**config.mk**
```make
export PLATFORM = sky130hd
export DESIGN_NAME = patrol_controller_flat
export DESIGN_NICKNAME = d
export VERILOG_FILES = /design/src/rtl/lemming_pkg.sv /design/src/rtl/patrol_controller_if.sv /design/src/rtl/patrol_controller.sv /design/src/flat_wrapper.sv
export SDC_FILE = /design/constraint.sdc
export NUM_CORES = 1
export LEC_CHECK = 0
export BUFFER_PORTS_ARGS = -buffer_cell sky130_fd_sc_hd__buf_4
export CAP_MARGIN = 20
export CELL_PAD_IN_SITES_DETAIL_PLACEMENT = 0
export CELL_PAD_IN_SITES_GLOBAL_PLACEMENT = 2
export CORE_MARGIN = 3
export CORE_UTILIZATION = 34
export CTS_BUF_LIST = sky130_fd_sc_hd__clkbuf_16
export CTS_CLUSTER_SIZE = 16
export DETAILED_ROUTE_END_ITERATION = 8
export PLACE_DENSITY = 0.88
export SKIP_LAST_GASP = 1
export SYNTH_ARGS = -nofsm -noshare
export SYNTH_HDL_FRONTEND = slang
export SYNTH_SLANG_ARGS = --single-unit
```
**constraint.sdc**
```tcl
create_clock -name clk -period 3.5 [get_ports clk]
set_input_delay 0.35 -clock clk [delete_from_list [all_inputs] [get_ports clk]]
set_output_delay 0.35 -clock clk [all_outputs]
set_load 0.01 [all_outputs]
```
**src/rtl/lemming_pkg.sv**
```systemverilog
// Shared encodings for the lemming walker and its patrol sequencer.
package lemming_pkg;

   localparam int LAP_W = 4;

   typedef enum logic [2:0] {
      ST_IDLE,
      ST_RUN,
      ST_FALLING,
      ST_DONE,
      ST_SPLAT
   } patrol_state_t;

   // Walker's own state encoding, kept here so both blocks agree on it.
   typedef enum logic [1:0] {
      WLK_LEFT,
      WLK_RIGHT,
      WLK_FALL_L,
      WLK_FALL_R
   } walker_state_t;

   // A lap target of zero still means one lap.
   function automatic logic [LAP_W-1:0] norm_target(input logic [LAP_W-1:0] t);
      return (t == '0) ? LAP_W'(1) : t;
   endfunction

endpackage

```
**src/rtl/patrol_controller_if.sv**
```systemverilog
// Link between the patrol sequencer (master) and the walker (slave).
interface patrol_controller_if;
   logic walk_left;
   logic walk_right;
   logic aaah;
   logic walker_rst;
   logic turn_left;
   logic turn_right;

   modport master (
      input  walk_left, walk_right, aaah,
      output walker_rst, turn_left, turn_right
   );

   modport slave (
      output walk_left, walk_right, aaah,
      input  walker_rst, turn_left, turn_right
   );
endinterface

```
**src/rtl/patrol_controller.sv**
```systemverilog
// Patrol sequencer for one lemming walker: tracks position in a bounded
// corridor, issues turns at the bounds, counts laps, supervises falls.
//
// state      | meaning
// -----------+----------------------------------------------------------
// ST_IDLE    | walker held in reset, waiting for start
// ST_RUN     | walker released, position tracked, turns issued at bounds
// ST_FALLING | walker falling, position frozen, fall length counted
// ST_DONE    | target laps completed, walker held in reset
// ST_SPLAT   | fall exceeded limit, walker held in reset
module patrol_controller
   import lemming_pkg::*;
#(
   parameter int POS_W       = 8,
   parameter int LEFT_BOUND  = 0,
   parameter int RIGHT_BOUND = 15,
   parameter int FALL_LIMIT  = 20,
   parameter int FALL_W      = 5
) (
   input  logic                clk,
   input  logic                areset_n,
   input  logic                start,
   input  logic [LAP_W-1:0]    lap_target,
   patrol_controller_if.master wlk,
   output logic [POS_W-1:0]    pos,
   output logic [LAP_W-1:0]    laps,
   output logic                busy,
   output logic                done,
   output logic                splat
);

   localparam logic [POS_W-1:0]  LEFT_P  = POS_W'(LEFT_BOUND);
   localparam logic [POS_W-1:0]  RIGHT_P = POS_W'(RIGHT_BOUND);
   localparam logic [FALL_W-1:0] LIMIT_P = FALL_W'(FALL_LIMIT);

   patrol_state_t     state_q, state_d;
   logic [POS_W-1:0]  pos_q, pos_d;
   logic [LAP_W-1:0]  laps_q, laps_d;
   logic [LAP_W-1:0]  target_q, target_d;
   logic [FALL_W-1:0] fall_cnt_q, fall_cnt_d;
   logic              seen_right_q, seen_right_d;
   logic              turn_l, turn_r, walker_rst_c, busy_c, done_c, splat_c;

   // State and datapath registers; reset pulls the walker back immediately.
   always_ff @(posedge clk or negedge areset_n) begin
      if (!areset_n) begin
         state_q      <= ST_IDLE;
         pos_q        <= LEFT_P;
         laps_q       <= '0;
         target_q     <= '0;
         fall_cnt_q   <= '0;
         seen_right_q <= 1'b0;
      end else begin
         state_q      <= state_d;
         pos_q        <= pos_d;
         laps_q       <= laps_d;
         target_q     <= target_d;
         fall_cnt_q   <= fall_cnt_d;
         seen_right_q <= seen_right_d;
      end
   end

   // Next-state, datapath updates and outputs.
   always_comb begin
      state_d      = state_q;
      pos_d        = pos_q;
      laps_d       = laps_q;
      target_d     = target_q;
      fall_cnt_d   = fall_cnt_q;
      seen_right_d = seen_right_q;
      turn_l       = 1'b0;
      turn_r       = 1'b0;
      walker_rst_c = 1'b1;
      busy_c       = 1'b0;
      done_c       = 1'b0;
      splat_c      = 1'b0;

      case (state_q)
         ST_IDLE, ST_DONE, ST_SPLAT: begin
            done_c  = (state_q == ST_DONE);
            splat_c = (state_q == ST_SPLAT);
            if (start) begin
               state_d      = ST_RUN;
               pos_d        = LEFT_P;
               laps_d       = '0;
               fall_cnt_d   = '0;
               seen_right_d = 1'b0;
               target_d     = norm_target(lap_target);
            end
         end
         ST_RUN: begin
            walker_rst_c = 1'b0;
            busy_c       = 1'b1;
            turn_l       = wlk.walk_right && (pos_q == RIGHT_P);
            turn_r       = wlk.walk_left  && (pos_q == LEFT_P);
            // A fall overrides any position or lap bookkeeping this edge.
            if (wlk.aaah) begin
               state_d    = ST_FALLING;
               fall_cnt_d = FALL_W'(1);
            end else begin
               if (wlk.walk_right && (pos_q < RIGHT_P)) pos_d = pos_q + POS_W'(1);
               if (wlk.walk_left  && (pos_q > LEFT_P))  pos_d = pos_q - POS_W'(1);
               if (turn_l) seen_right_d = 1'b1;
               if (turn_r && seen_right_q) begin
                  laps_d       = laps_q + LAP_W'(1);
                  seen_right_d = 1'b0;
                  if (laps_d == target_q) state_d = ST_DONE;
               end
            end
         end
         ST_FALLING: begin
            walker_rst_c = 1'b0;
            busy_c       = 1'b1;
            if (wlk.aaah) begin
               fall_cnt_d = fall_cnt_q + FALL_W'(1);
               if (fall_cnt_d >= LIMIT_P) state_d = ST_SPLAT;
            end else begin
               state_d    = ST_RUN;
               fall_cnt_d = '0;
            end
         end
         default: state_d = ST_IDLE;
      endcase
   end

   assign wlk.turn_left  = turn_l;
   assign wlk.turn_right = turn_r;
   assign wlk.walker_rst = walker_rst_c;
   assign pos            = pos_q;
   assign laps           = laps_q;
   assign busy           = busy_c;
   assign done           = done_c;
   assign splat          = splat_c;

endmodule

```
**src/flat_wrapper.sv**
```systemverilog
// flat-port wrapper written by rule: the top's interface ports become plain ports
module patrol_controller_flat import lemming_pkg::*;
#(
   parameter int POS_W       = 8,
   parameter int LEFT_BOUND  = 0,
   parameter int RIGHT_BOUND = 15,
   parameter int FALL_LIMIT  = 20,
   parameter int FALL_W      = 5
)
  (clk, areset_n, start, lap_target, pos, laps, busy, done, splat, wlk_walk_left, wlk_walk_right, wlk_aaah, wlk_walker_rst, wlk_turn_left, wlk_turn_right);
  patrol_controller_if wlk_i ();
  input  logic clk;
  input  logic areset_n;
  input  logic start;
  input  logic [LAP_W-1:0] lap_target;
  output logic [POS_W-1:0] pos;
  output logic [LAP_W-1:0] laps;
  output logic busy;
  output logic done;
  output logic splat;
  input wire logic [$bits(wlk_i.walk_left)-1:0] wlk_walk_left;
  input wire logic [$bits(wlk_i.walk_right)-1:0] wlk_walk_right;
  input wire logic [$bits(wlk_i.aaah)-1:0] wlk_aaah;
  output wire logic [$bits(wlk_i.walker_rst)-1:0] wlk_walker_rst;
  output wire logic [$bits(wlk_i.turn_left)-1:0] wlk_turn_left;
  output wire logic [$bits(wlk_i.turn_right)-1:0] wlk_turn_right;
  assign wlk_i.walk_left = wlk_walk_left;
  assign wlk_i.walk_right = wlk_walk_right;
  assign wlk_i.aaah = wlk_aaah;
  assign wlk_walker_rst = wlk_i.walker_rst;
  assign wlk_turn_left = wlk_i.turn_left;
  assign wlk_turn_right = wlk_i.turn_right;
  patrol_controller #(.POS_W(POS_W), .LEFT_BOUND(LEFT_BOUND), .RIGHT_BOUND(RIGHT_BOUND), .FALL_LIMIT(FALL_LIMIT), .FALL_W(FALL_W)) u_core (.clk(clk), .areset_n(areset_n), .start(start), .lap_target(lap_target), .wlk(wlk_i), .pos(pos), .laps(laps), .busy(busy), .done(done), .splat(splat));
endmodule
```
# [Word-level counts from Yosys, hierarchy flattened]
# Cells that the tools add are included.
[op_classes] magnitude_cmp=3 muxes=32 add_sub_neg=4 reduce_logical=18 n_eq_ne=15
[ops] operator="8-bit two-way mux" n=4
[ops] operator="3-bit two-way mux" n=6
[ops] operator="4-bit two-way mux" n=4
[ops] operator="8-bit case mux with 2 select lines" n=1
[ops] operator="4-bit AND reduction" n=4
[ops] operator="5-bit two-way mux" n=3
[ops] operator="5-bit case mux with 3 select lines" n=1
[ops] operator="1-bit two-way mux" n=10
[ops] operator="3-bit by 2-bit inequality test with 1-bit output, second input constant" n=3
[ops] operator="3-bit case mux with 3 select lines" n=1
[ops] operator="8-bit by 1-bit adder with 8-bit output, second input constant" n=1
[ops] operator="8-bit by 4-bit == test with 1-bit output, second input constant" n=1
[ops] operator="8-bit by 1-bit greater-than comparator with 1-bit output, second input constant" n=1
[ops] operator="8-bit zero test" n=1
[ops] operator="8-bit by 4-bit < comparator with 1-bit output, second input constant" n=1
[ops] operator="4-bit case mux with 2 select lines" n=1
[ops] operator="8-bit by 1-bit subtractor with 8-bit output, second input constant" n=1
[ops] operator="3-bit by 2-bit == test with 1-bit output, second input constant" n=2
[ops] operator="2-bit inequality test, second input constant" n=3
[ops] operator="3-bit by 1-bit inequality test with 1-bit output, second input constant" n=2
[ops] operator="5-bit by 1-bit adder with 5-bit output, second input constant" n=1
[ops] operator="5-bit greater-or-equal comparator, second input constant" n=1
[ops] operator="1-bit logical AND" n=5
[ops] operator="4-bit by 1-bit adder with 4-bit output, second input constant" n=1
[ops] operator="13 further kinds" n=13
[totals] in_bits=10 ff_bits=25

# [Logic depth before layout (Yosys ltp)]
[depth] ltp_word=6 depth_mapped=10

# [Worst setup path before layout]
# OpenSTA, ideal clock, no wires.
[synth_timing] path_kind="flip-flop to flip-flop" start="register u_core.pos_q[1] (netlist: u_core.pos[1])" end="register u_core.pos_q[6] (netlist: u_core.pos[6])" path_slack_ns=0.714 n_path_buf=1 path_stages_with_launch=11 period_less_slack_ns=2.786 setup_time_ns=0.069 arrival_time_ns=2.717 cell_sequence="dfrtp_1 buf_6 or4_4 o21ai_4 mux2i_1 ha_1 a211o_2 a21oi_1 o211ai_1 a2111o_1 nand3_1"
[synth_between] elab_chain_len=5 word_cells_on_any_way=12
[synth_lines] item="start: declaration" line_no="patrol_controller.sv:37" source="logic [POS_W-1:0] pos_q, pos_d;"
[synth_lines] item="start signal: assignment" line_no="patrol_controller.sv:55" source="pos_q <= pos_d;"
[synth_lines] item="8-bit by 1-bit adder with 8-bit output or 8-bit by 1-bit greater-than comparator with 1-bit output (tied branches)" line_no="patrol_controller.sv:101, patrol_controller.sv:102"
[synth_lines] item="8-bit two-way mux or 1-bit logical AND (tied branches)" line_no="patrol_controller.sv:101, patrol_controller.sv:102"
[synth_lines] item="8-bit two-way mux" line_no="patrol_controller.sv:102" source="if (wlk.walk_left && (pos_q > LEFT_P)) pos_d = pos_q - POS_W'(1);"
[synth_lines] item="8-bit two-way mux" line_no="patrol_controller.sv:97" source="if (wlk.aaah) begin"
[synth_lines] item="8-bit case mux with 2 select lines" line_no="patrol_controller.sv:78" source="case (state_q)"
# Parallel ways exist; a longest one is shown, timed or not. The select of a mux whose other input is x is not followed.
# A chain may end at the register's enable or synchronous reset.

# [Worst setup path in the final report]
[layout_timing] start="register u_core.pos_q[4] (netlist: u_core.pos[4])" end="register u_core.pos_q[6] (netlist: u_core.pos[6])"
# Same word-level chain as after synthesis.

==> impl_metrics.toml <==
[setup_path]
cp-end-kind = "register"
critPathKind = "register to register"
rrSetupSlack_ns = 0.58
crit_fanout = 10
worstPathArrival_ns = 3.11
startpoint_type = "register"
required_ns = 3.70

[power]
power_leakage_nw = 0.9569
vdd_ir_drop_max_v = 0.0004936
p_per_area_mw_per_mm2 = 844.4

[sta]
finalCritPeriodShare_pct = 83.39
layout_min_cycle_time_ns = 2.919
tightestPinTransition_ns = 0.6843
fmax_mhz = 342.6
finalHoldViolCount = 0
slew_viol_final = 0
rsz0062_at_grt = "no"
fin_tns_setup_ns = 0
max_slew_margin_pct = 54.07
final-setup-viol-count = 0
fin_skew_ns = 0.006597

[route]
final_antenna_net_count = 0
firstDrtPassIters = 4
via_per_inst = 5.528
wl_per_cell_um = 14.64
dr_total_vias = 1603
wl_um = 4247
drt_iter0_markers = 92
drc = 0

[cts]
cts_resized = 0
cts_root_buf = "clkbuf_16"
clock_path_buffers = 2
clock_latency_ns = 0.26
cts_tree = "yes"
cts_buffers = 3
clkTransAtPathRegs_ns = 0.07
htree_levels = 1
cts_sinks = 25

[yosys]
synth_top_cell_by_area = "dfrtp_1"
syn_nets = 211
yosysUniqueCellTypes = 54
ys_seq_elements = 25
synth_area_mm2 = 0.001744
avgSynthCellArea_um2 = 8.991
synth_cells = 194
yosysTopAreaCellShare_pct = 35.87
synth_edf_count = 0
ys_seq_area_share_pct = 35.87
ys_warn_count = 0
ys.flop_type = "dfrtp_1"
async_reset_ff_share_pct = 100.0
synth_area_leaders = "dfrtp_1 (36%), o21ai_0 (5.7%), ha_1 (5.0%)"

[floorplan]
row_count = 25
io-pin-count = 28
core_mm2 = 0.004848
dieArea_mm2 = 0.006026
initial_core_util_pct = 35.97
chipHeight_um = 77.63
fp.dieW_um = 77.63

[placed_design]
port_buffers = 27
place_inst = 285
place_congestion = 0.8394
hpwl_um = 3226

[run]
maxCapViolCount = 0

[outcome]
outcome = "finished, final reports clean"

[global_routing]
grt_overflow_total = 0
grt_start_max_net_pins = 26
grt_usage_pct = 15.06
grt_pass1_wl_um = 7383
grt_pass1_vias = 1510
antenna_found_initial = 0

[layout]
fill_cells = 501
n_antenna_cell = 0
final_cells = 290
nets = 241
syn2layout_area_growth_pct = 21.16
drive_above_1_share_pct = 21.97

[worst_hold_path]
hp-class = "input port to register"
==> routing by layer <==
layer	up-vias	track usage [%]	part of all wire, %
met5	-	0	0
met4	0	3.559	0.68
met3	2	3.480	4.8
met2	30	24.32	47
met1	776	20.33	48
li1	795	-	-
==> what timing repair did <==
item                      4_1_cts  5_1_grt
hold endpoints to repair        7        0
setup buffers                   0        0
hold buffers                    1        0
==> cells in the mapped netlist (4+ instances only) <==
library cell,n
a21oi_1,7
a22o_1,5
clkbuf_1,5
dfrtp_1,25
ha_1,7
inv_1,9
mux2_2,4
nand2_1,18
nand3_1,10
nand4_1,4
nor2_1,8
nor3_1,5
o21ai_0,20
xnor2_1,7
==> state kept, by name, summed over array words and instances, names as in the netlist <==
register and cells:
u_core.target_q 4, u_core.laps 4, u_core.state_q 3, u_core.pos 8, u_core.seen_right_q 1, u_core.fall_cnt_q 5
==> worst max-delay path, cell delays in order (launching register included) <==
cell	delay, ns
dfrtp_1	0.45
or4_4	0.57
o21ai_4	0.30
mux2i_1	0.12
ha_1	0.24
a211o_2	0.31
a21oi_1	0.19
o211ai_1	0.14
a2111o_1	0.43
nand3_1	0.09
==> logic make-up (layout without fill, tap and decap cells) <==
kind of cell | count (synthesis) | count (layout) | share of synthesized area [%]
AO/OA/AOI/OAI | 66 | 66 | 26.97
AND/OR/NAND/NOR | 64 | 64 | 19.51
flip-flops | 25 | 25 | 35.87
buffers and inverters | 16 | 45 | 3.873
XOR/XNOR | 10 | 10 | 5.022
adder cells (fa/ha/maj) | 8 | 8 | 5.595
multiplexers | 5 | 5 | 3.156
==> cell usage in the layout (no fill, tap or decap), types with 2 or more instances in the layout <==
cell type | synthesis | layout
o21ai_0 | 20 | 20
nand2b_1 | 2 | 2
o21ai_1 | 2 | 2
dfrtp_1 | 25 | 25
a21oi_1 | 7 | 7
a22o_1 | 5 | 5
a31oi_1 | 2 | 2
nor3_1 | 5 | 5
nor4_1 | 2 | 2
a311oi_1 | 2 | 2
clkbuf_16 | 0 | 3
mux2_2 | 4 | 4
o21a_1 | 2 | 2
or3_1 | 3 | 3
a31o_2 | 2 | 2
xnor2_1 | 7 | 7
nand4_1 | 4 | 4
inv_1 | 9 | 9
nor2_1 | 8 | 8
a32o_1 | 3 | 3
ha_1 | 7 | 7
o31ai_1 | 2 | 2
and2_1 | 2 | 2
nand2_1 | 18 | 18
a211oi_1 | 2 | 2
buf_4 | 0 | 30
nor3b_1 | 2 | 2
or4_4 | 2 | 2
a21o_1 | 2 | 2
o211ai_1 | 2 | 2
xor2_1 | 3 | 3
nand3_1 | 10 | 10
==> where the power goes <==
part	leakage [nW]	switching (W)	internal, W	total, W
registers	0.329	0.000149	0.000379	0.000527
clock network	0.0409	0.000101	0.000154	0.000255
logic	0.587	0.000529	0.000473	0.00100
==> per-stage QoR <==
| step | util [%] | power, W | hold slack [ns] | cell area, um^2 | setup slack (ns) |
|---|---|---|---|---|---|
| 4_1_cts | 43.59 | 0.001801 | 0.3248 | 2113 | 0.5665 |
| 3_5_place_dp | 41.73 | 0.001539 | 0.2828 | 2023 | 0.5753 |
| 3_3_place_gp | 41.73 | 0.001540 | 0.2823 | 2023 | 0.6291 |
| 2_1_floorplan | - | 0.001232 | 0.05441 | 1744 | 0.7136 |
| 5_1_grt | 43.59 | 0.001953 | 0.3300 | 2113 | 0.3846 |
| 6_report | 43.59 | 0.001784 | 0.3285 | 2113 | 0.5813 |
==> layout make-up <==
type	count	area, um^2	area share, %
repair buffers	31	235.2	11.13
clock inverters	1	5.005	0.2368
well taps	67	83.83	3.967
multi-input cells	153	1051	49.73
inverters	10	37.54	1.776
flip-flops and latches	25	625.6	29.60
clock buffers	3	75.07	3.552
==> path summary, 6_finish.rpt <==
| check | from | to | depth (start not counted) |
|---|---|---|---|
| worst min register to register | u_core.target_q[3]$_DFFE_PN0P_ | u_core.target_q[3]$_DFFE_PN0P_ | 1 |
| worst max register to register | u_core.pos[4]$_DFFE_PN0P_ | u_core.pos[6]$_DFFE_PN0P_ | 9 |
| min in group asynchronous | areset_n | u_core.pos[5]$_DFFE_PN0P_ | 2 |
| worst max-delay path | u_core.pos[4]$_DFFE_PN0P_ | u_core.pos[6]$_DFFE_PN0P_ | 9 |
| max in group asynchronous | areset_n | u_core.fall_cnt_q[0]$_DFFE_PN0P_ | 2 |
| worst min-delay path | lap_target[1] | u_core.target_q[1]$_DFFE_PN0P_ | 2 |
Power figures use the tool's default switching activity.
